**config.mk**
```make
export PLATFORM = sky130hd
export DESIGN_NAME = pc_sequencer
export DESIGN_NICKNAME = d
export VERILOG_FILES = /design/src/rtl/pc_seq_pkg.sv /design/src/rtl/pc_sequencer_shifter.sv /design/src/rtl/pc_sequencer.sv
export SDC_FILE = /design/constraint.sdc
export NUM_CORES = 1
export LEC_CHECK = 0
export CORE_MARGIN = 2
export CORE_UTILIZATION = 35
export DETAILED_ROUTE_END_ITERATION = 8
export PLACE_DENSITY = 0.6
export SYNTH_ARGS = -nofsm -noshare
export SYNTH_HDL_FRONTEND = slang
export SYNTH_SLANG_ARGS = --single-unit
```
**constraint.sdc**
```tcl
create_clock -name clk -period 4.69 [get_ports clk]
set_clock_uncertainty 0.2 [all_clocks]
set_input_delay 0.7035 -clock clk [delete_from_list [all_inputs] [get_ports clk]]
set_output_delay 0.7035 -clock clk [all_outputs]
set_load 0.01 [all_outputs]
```
**src/rtl/pc_seq_pkg.sv**
```systemverilog
// -----------------------------------------------------------------------------
// pc_seq_pkg
//
// Shared definitions for the LEGv8 fetch-front-end PC sequencer:
//   - state_e      : sequencer FSM states (BOOT, FETCH, TARGET)
//   - BR_KIND_*    : encodings of the br_kind request field
//   - PC_STEP      : sequential fetch increment in bytes
//   - BR_SHIFT     : word-to-byte shift applied to branch offsets
// -----------------------------------------------------------------------------
package pc_seq_pkg;

    typedef enum logic [1:0] {
        BOOT   = 2'd0,
        FETCH  = 2'd1,
        TARGET = 2'd2
    } state_e;

    localparam logic [1:0] BR_KIND_B    = 2'b00;
    localparam logic [1:0] BR_KIND_CBZ  = 2'b01;
    localparam logic [1:0] BR_KIND_BR   = 2'b10;
    localparam logic [1:0] BR_KIND_RSVD = 2'b11;

    localparam int unsigned PC_STEP  = 4;
    localparam logic [2:0]  BR_SHIFT = 3'd2;

endpackage : pc_seq_pkg

```
**src/rtl/pc_sequencer_shifter.sv**
```systemverilog
// -----------------------------------------------------------------------------
// PC_Shifter
//
// Logical left shifter used to turn word offsets into byte offsets for branch
// target computation. Bits shifted past the MSB are discarded.
//
// Ports:
//   data_i        in  WIDTH  value to shift
//   shift_amount  in  3      left shift distance (0..7)
//   data_o        out WIDTH  data_i << shift_amount, truncated to WIDTH
// -----------------------------------------------------------------------------
module PC_Shifter #(
    parameter int WIDTH = 64
) (
    input  logic [WIDTH-1:0] data_i,
    input  logic [2:0]       shift_amount,
    output logic [WIDTH-1:0] data_o
);

    assign data_o = data_i << shift_amount;

endmodule : PC_Shifter

```
**src/rtl/pc_sequencer.sv**
```systemverilog
// -----------------------------------------------------------------------------
// pc_sequencer
//
// Program-counter sequencer for the LEGv8 fetch front end. Owns the PC
// register, presents sequential fetch addresses to instruction memory over a
// valid/ready handshake, and accepts branch redirects from execute. A taken
// branch costs exactly one bubble cycle (TARGET) and produces a registered
// one-cycle redirect pulse when the target lands on pc.
//
// Configuration macro:
//   PC_SEQ_BR_REG_EN  when defined, BR (br_kind=2'b10) is a taken register
//                     branch to {br_reg[ADDR_W-1:2],2'b00}; when undefined,
//                     BR is acknowledged and otherwise ignored.
//
// Ports:
//   clk          in   1       system clock, rising edge
//   reset        in   1       asynchronous active-high reset
//   stall        in   1       hazard stall, blocks sequential increment only
//   fetch_ready  in   1       instruction memory accepts current pc
//   fetch_valid  out  1       pc is a valid fetch request
//   pc           out  ADDR_W  current fetch address
//   br_req       in   1       branch request, held until br_ack
//   br_kind      in   2       00=B, 01=CBZ, 10=BR, 11=reserved
//   br_base      in   ADDR_W  PC of the branch instruction
//   br_offset    in   ADDR_W  sign-extended word offset
//   br_zero      in   1       CBZ operand is zero (branch taken)
//   br_reg       in   ADDR_W  BR register target
//   br_ack       out  1       combinational accept strobe
//   redirect     out  1       one-cycle pulse when pc loads a branch target
// -----------------------------------------------------------------------------
module pc_sequencer
    import pc_seq_pkg::*;
#(
    parameter int                ADDR_W   = 64,
    parameter logic [ADDR_W-1:0] RESET_PC = '0
) (
    input  logic              clk,
    input  logic              reset,
    input  logic              stall,
    input  logic              fetch_ready,
    output logic              fetch_valid,
    output logic [ADDR_W-1:0] pc,
    input  logic              br_req,
    input  logic [1:0]        br_kind,
    input  logic [ADDR_W-1:0] br_base,
    input  logic [ADDR_W-1:0] br_offset,
    input  logic              br_zero,
    input  logic [ADDR_W-1:0] br_reg,
    output logic              br_ack,
    output logic              redirect
);

    state_e            state_q, state_d;
    logic [ADDR_W-1:0] pc_q, pc_d;
    logic [ADDR_W-1:0] tgt_q, tgt_d;
    logic              redirect_q, redirect_d;

    logic [ADDR_W-1:0] offset_bytes;
    logic [ADDR_W-1:0] br_target;
    logic              br_taken;
    logic              in_fetch;

    // Word offset to byte offset; overflow past the MSB is dropped.
    PC_Shifter #(
        .WIDTH (ADDR_W)
    ) u_shifter (
        .data_i       (br_offset),
        .shift_amount (BR_SHIFT),
        .data_o       (offset_bytes)
    );

`ifdef PC_SEQ_BR_REG_EN
    // Register targets are word aligned by construction; the low bits of
    // br_reg are deliberately ignored.
    logic unused_br_reg_lsbs;
    assign unused_br_reg_lsbs = ^br_reg[1:0];
`else
    logic unused_br_reg;
    assign unused_br_reg = ^br_reg;
`endif

    // Branch decode: whether the accepted request redirects, and where to.
    always_comb begin
        br_taken  = 1'b0;
        br_target = br_base + offset_bytes;
        unique case (br_kind)
            BR_KIND_B:    br_taken = 1'b1;
            BR_KIND_CBZ:  br_taken = br_zero;
            BR_KIND_BR: begin
`ifdef PC_SEQ_BR_REG_EN
                br_taken  = 1'b1;
                br_target = {br_reg[ADDR_W-1:2], 2'b00};
`else
                br_taken  = 1'b0;
`endif
            end
            BR_KIND_RSVD: br_taken = 1'b0;
            default:      br_taken = 1'b0;
        endcase
    end

    assign in_fetch    = (state_q == FETCH);
    assign fetch_valid = in_fetch;
    assign pc          = pc_q;
    assign redirect    = redirect_q;
    // Gated by reset so a request can never be acknowledged while the
    // sequencer is being reset, even in the delta before state_q settles.
    assign br_ack      = br_req & in_fetch & ~reset;

    // Next-state and datapath control.
    always_comb begin
        state_d    = state_q;
        pc_d       = pc_q;
        tgt_d      = tgt_q;
        redirect_d = 1'b0;

        unique case (state_q)
            BOOT: begin
                state_d = FETCH;
            end

            FETCH: begin
                if (br_req && br_taken) begin
                    // Taken branch wins over the sequential step; any pending
                    // fetch is withdrawn in TARGET.
                    tgt_d   = br_target;
                    state_d = TARGET;
                end else if (fetch_ready && !stall) begin
                    // Not-taken and ignored kinds fall through to here so they
                    // cost no bubble.
                    pc_d = pc_q + ADDR_W'(PC_STEP);
                end
            end

            TARGET: begin
                pc_d       = tgt_q;
                state_d    = FETCH;
                redirect_d = 1'b1;
            end

            default: begin
                state_d = BOOT;
            end
        endcase
    end

    always_ff @(posedge clk or posedge reset) begin
        if (reset) begin
            state_q    <= BOOT;
            pc_q       <= RESET_PC;
            tgt_q      <= '0;
            redirect_q <= 1'b0;
        end else begin
            state_q    <= state_d;
            pc_q       <= pc_d;
            tgt_q      <= tgt_d;
            redirect_q <= redirect_d;
        end
    end

endmodule : pc_sequencer
```
==> summary.md <==
| Metric | Value |
|---|---|
| Status | `finished clean` |
| Avg Cell Area, Syn | `8.15 um2` |
| Post-DP HPWL | `23000 um` |
| Classification of the worst setup path | `in -> reg` |
| Pre-CTS setup slack | `266 ps` |
| Fin. Hold Viols | `0` |
| Gate Count Post-Synth | `1227` |
| Crit path max fanout | `3` |
| Data arrival, critical path | `4230 ps` |
| Commonest non-fill, non-tap cell in the layout | `clkdlybuf4s50_1` |
| Multiplexer share of the synthesized area | `0.00738` |
| Final hold slack | `269 ps` |
| Synth Register Bits | `131` |
| Layout cells sized above 1 | `0.0632` |
| Final Power | `5.68 mW` |
| Netlist cell types | `85` |
| Crit path top cell by count | `nor2_1` |
| Leak pwr | `5.35 nW` |
| Worst path top cell family by delay | `simple AND/OR/NAND/NOR gates` |
| Post-synthesis compound-gate area fraction | `0.287` |
| RSZ-0062 raised after global routing | `false` |
| Most frequent cells in the layout | `clkdlybuf4s50_1, nand2_1, a21oi_1` |
| Core Util, Final | `0.461` |
| Vias in the first global route | `9135` |
| Hold Path Class | `reg -> reg` |
| Clk_lat worst skew | `420 ps` |
| Largest net degree at the start of global routing | `80` |
| Slowest stage cell, crit path | `clkdlybuf4s50_1` |
| Simple logic cell fraction of the synthesized area | `0.202` |
| Worst-path clk slew | `50 ps` |
| Synth-to-layout area growth | `28.9%` |
| Worst-Margin Slew | `884 ps` |
| Slew headroom | `0.411` |
| Internal Power | `3.46 mW` |
| Via Count | `9768` |
| Final Non-Filler Cells | `1787` |
| Synth Area in XOR/XNOR | `0.0491` |
| Maximum clock insertion buffer count | `2` |
| CTS tree | `built` |
| Final WS setup | `564 ps` |
| Routability cong. | `0.888` |
| CP startpoint kind | `primary input` |
| Drt total wl | `30200 um` |
| Sum of buffers and inverters on the critical path | `2` |
| # diodes | `0` |
| Final #Nets | `1663` |
| ANT nets after route | `0` |
| Largest family of logic cells by synthesized area | `compound AO/OA/AOI/OAI gates` |
| Max_cap viols | `0` |
| GRT Residual Overflow | `0` |
| CTS resizes | `0` |
| Ys async rst share | `1.00` |
| Post-Layout Inst Area | `12900 um2` |
| CTS sink count | `131` |
| Std-Cell Rows | `61` |
| Synth area leaders | `dfrtp_1, ha_1, a21oi_1` |
| Fin crit share | `0.880` |
| Cell chain of the critical path | `clkdlybuf4s50_1 > ha_1 > inv_1 > fa_1 > and2b_1 > o2111ai_1 > a211oi_1 > nor2_1 > a2111oi_4 > nor3_2 > nor3_1 > nor2_1 > mux2i_1 > a211o_1` |
| CTS HTree Levels | `4` |
| Area after DPL | `12300 um2` |
| EDFF count, synth | `0` |
| First-pass GRT wire length | `48300 um` |
| Max VDD drop | `253 uV` |
| Ys Warns | `0` |
| Hold_buf cts | `0` |
| Critical Path RT | `4790 ps` |
| Die area | `29900 um2` |
| Tmin final | `4130 ps` |
| Floorplan die height | `173 um` |
| Clock power frac | `0.232` |
| Adder-Cell Fraction of Synth Area | `0.0846` |
| Primary FF master, synth | `dfrtp_1` |
| Initial core utilization | `0.358` |
| Post-synth top area share | `0.328` |
| Mapped Nets | `1494` |
| DR pass1 iterations | `7` |
| Initial antenna violation count | `0` |
| Maximum clock frequency | `0.242 GHz` |
| Max-slew violations | `0` |
| Die Span X | `173 um` |
| Final TNS setup | `0 ps` |
| CTS root buf | `clkbuf_16` |
| Top-level I/O count | `267` |
| Initial drt markers | `746` |
| Synth area leader | `dfrtp_1` |
| PwrDens | `441 nW/um2` |
| Sequential element share of the synthesized area | `0.328` |
| Setup Buffers After CTS | `0` |
| Switch share | `0.391` |
| DP Cell Count | `1755` |
| CTS Buf Count | `17` |
| Core Area | `27900 um2` |
| I/O Buffers | `200` |
| Cell area after synthesis | `10000 um2` |
| Final Setup Violations | `0` |
| Routed wire per std cell | `16.9 um` |
| Combinational Power Share | `0.416` |
| Worst Setup End Kind | `flop` |
| Residual DRC count | `0` |
| Psw | `2.22 mW` |
| Seq pwr share | `0.353` |
| Vias per inst | `5.47` |
| Slowest stage delay, CP | `460 ps` |
| Total Routing Usage GR | `0.197` |
layout make-up:
type / instances / area [um2]
clock buffers: 24 / 522
repair buffers: 216 / 2120
clock inverters: 8 / 72.6
fillers: 2790 / 15000
well taps: 378 / 473
inverters: 28 / 109
multi-input cells: 1002 / 6310
flip-flops and latches: 131 / 3280
cell usage after synthesis, types with 6 or more instances:
master    instances
nand2_1         156
o21ai_1          12
dfrtp_1         131
nor4_1            8
and3_1           22
and4_1            6
xor2_1           27
nor2_1           88
inv_1            27
nor3_1           22
a21oi_1         135
nand2b_1          7
a22oi_1          13
xnor2_1          29
buf_1             7
o21bai_1          9
a221o_1          14
o21a_1            7
o22ai_1          20
o21ai_0         134
clkbuf_1         41
a31oi_1          21
a211oi_1         10
nand3_1          43
ha_1             66
nand4_1          21
a21o_1           30
final timing paths:
check | start | slack (ps) | depth (start not counted) | end
setup / recovery | br_base[2] | 560 | 14 | tgt_q[62]
setup reg to reg | pc[2] | 1240 | 12 | pc[58]
hold reg to reg | tgt_q[1] | 270 | 2 | tgt_q[1]
max in group asynchronous | reset | 2120 | 4 | tgt_q[36]
min in group asynchronous | reset | 760 | 3 | tgt_q[3]
hold / removal | tgt_q[1] | 270 | 2 | tgt_q[1]
layer usage:
layer	track usage	share of wire	vias up
met5	0	0	-
met4	0.0590	0.020	0
met3	0.0284	0.046	28
met2	0.310	0.45	243
met1	0.281	0.48	4616
li1	-	-	4881
power groups by stage:
stage / clock [mW] / sequential, mW / combinational, mW
2_1_floorplan: 0 / 1.96 / 1.40
3_3_place_gp: 0 / 2.01 / 2.33
3_5_place_dp: 0 / 2.02 / 2.37
4_1_cts: 1.34 / 2.00 / 2.38
5_1_grt: 1.38 / 2.08 / 2.63
6_report: 1.32 / 2.00 / 2.36
kinds of logic (layout without fill, tap and decap cells):
logic type      count (synthesis)  count (layout)
xor+xnor                       56              56
fa+ha+maj                      67              67
compound gates                459             459
mux                             7               7
flops                         131             131
buf+inv                        94             276
simple gates                  413             413
sequential cells by signal, summed over array words and instances, names as in the netlist:
name / flops
pc: 64
redirect: 1
state_q: 2
tgt_q: 64
worst reg2reg max path: stages (launching register included):
cell,delay [ps]
dfrtp_1,440
ha_1,240
nand4_1,270
nor2_1,310
nand4_4,210
nor3_2,200
buf_4,210
nand2_1,190
nor2_2,270
and3_1,280
nand2_1,120
o31a_1,310
o21ai_1,110
(Power assumes the default switching activity.)
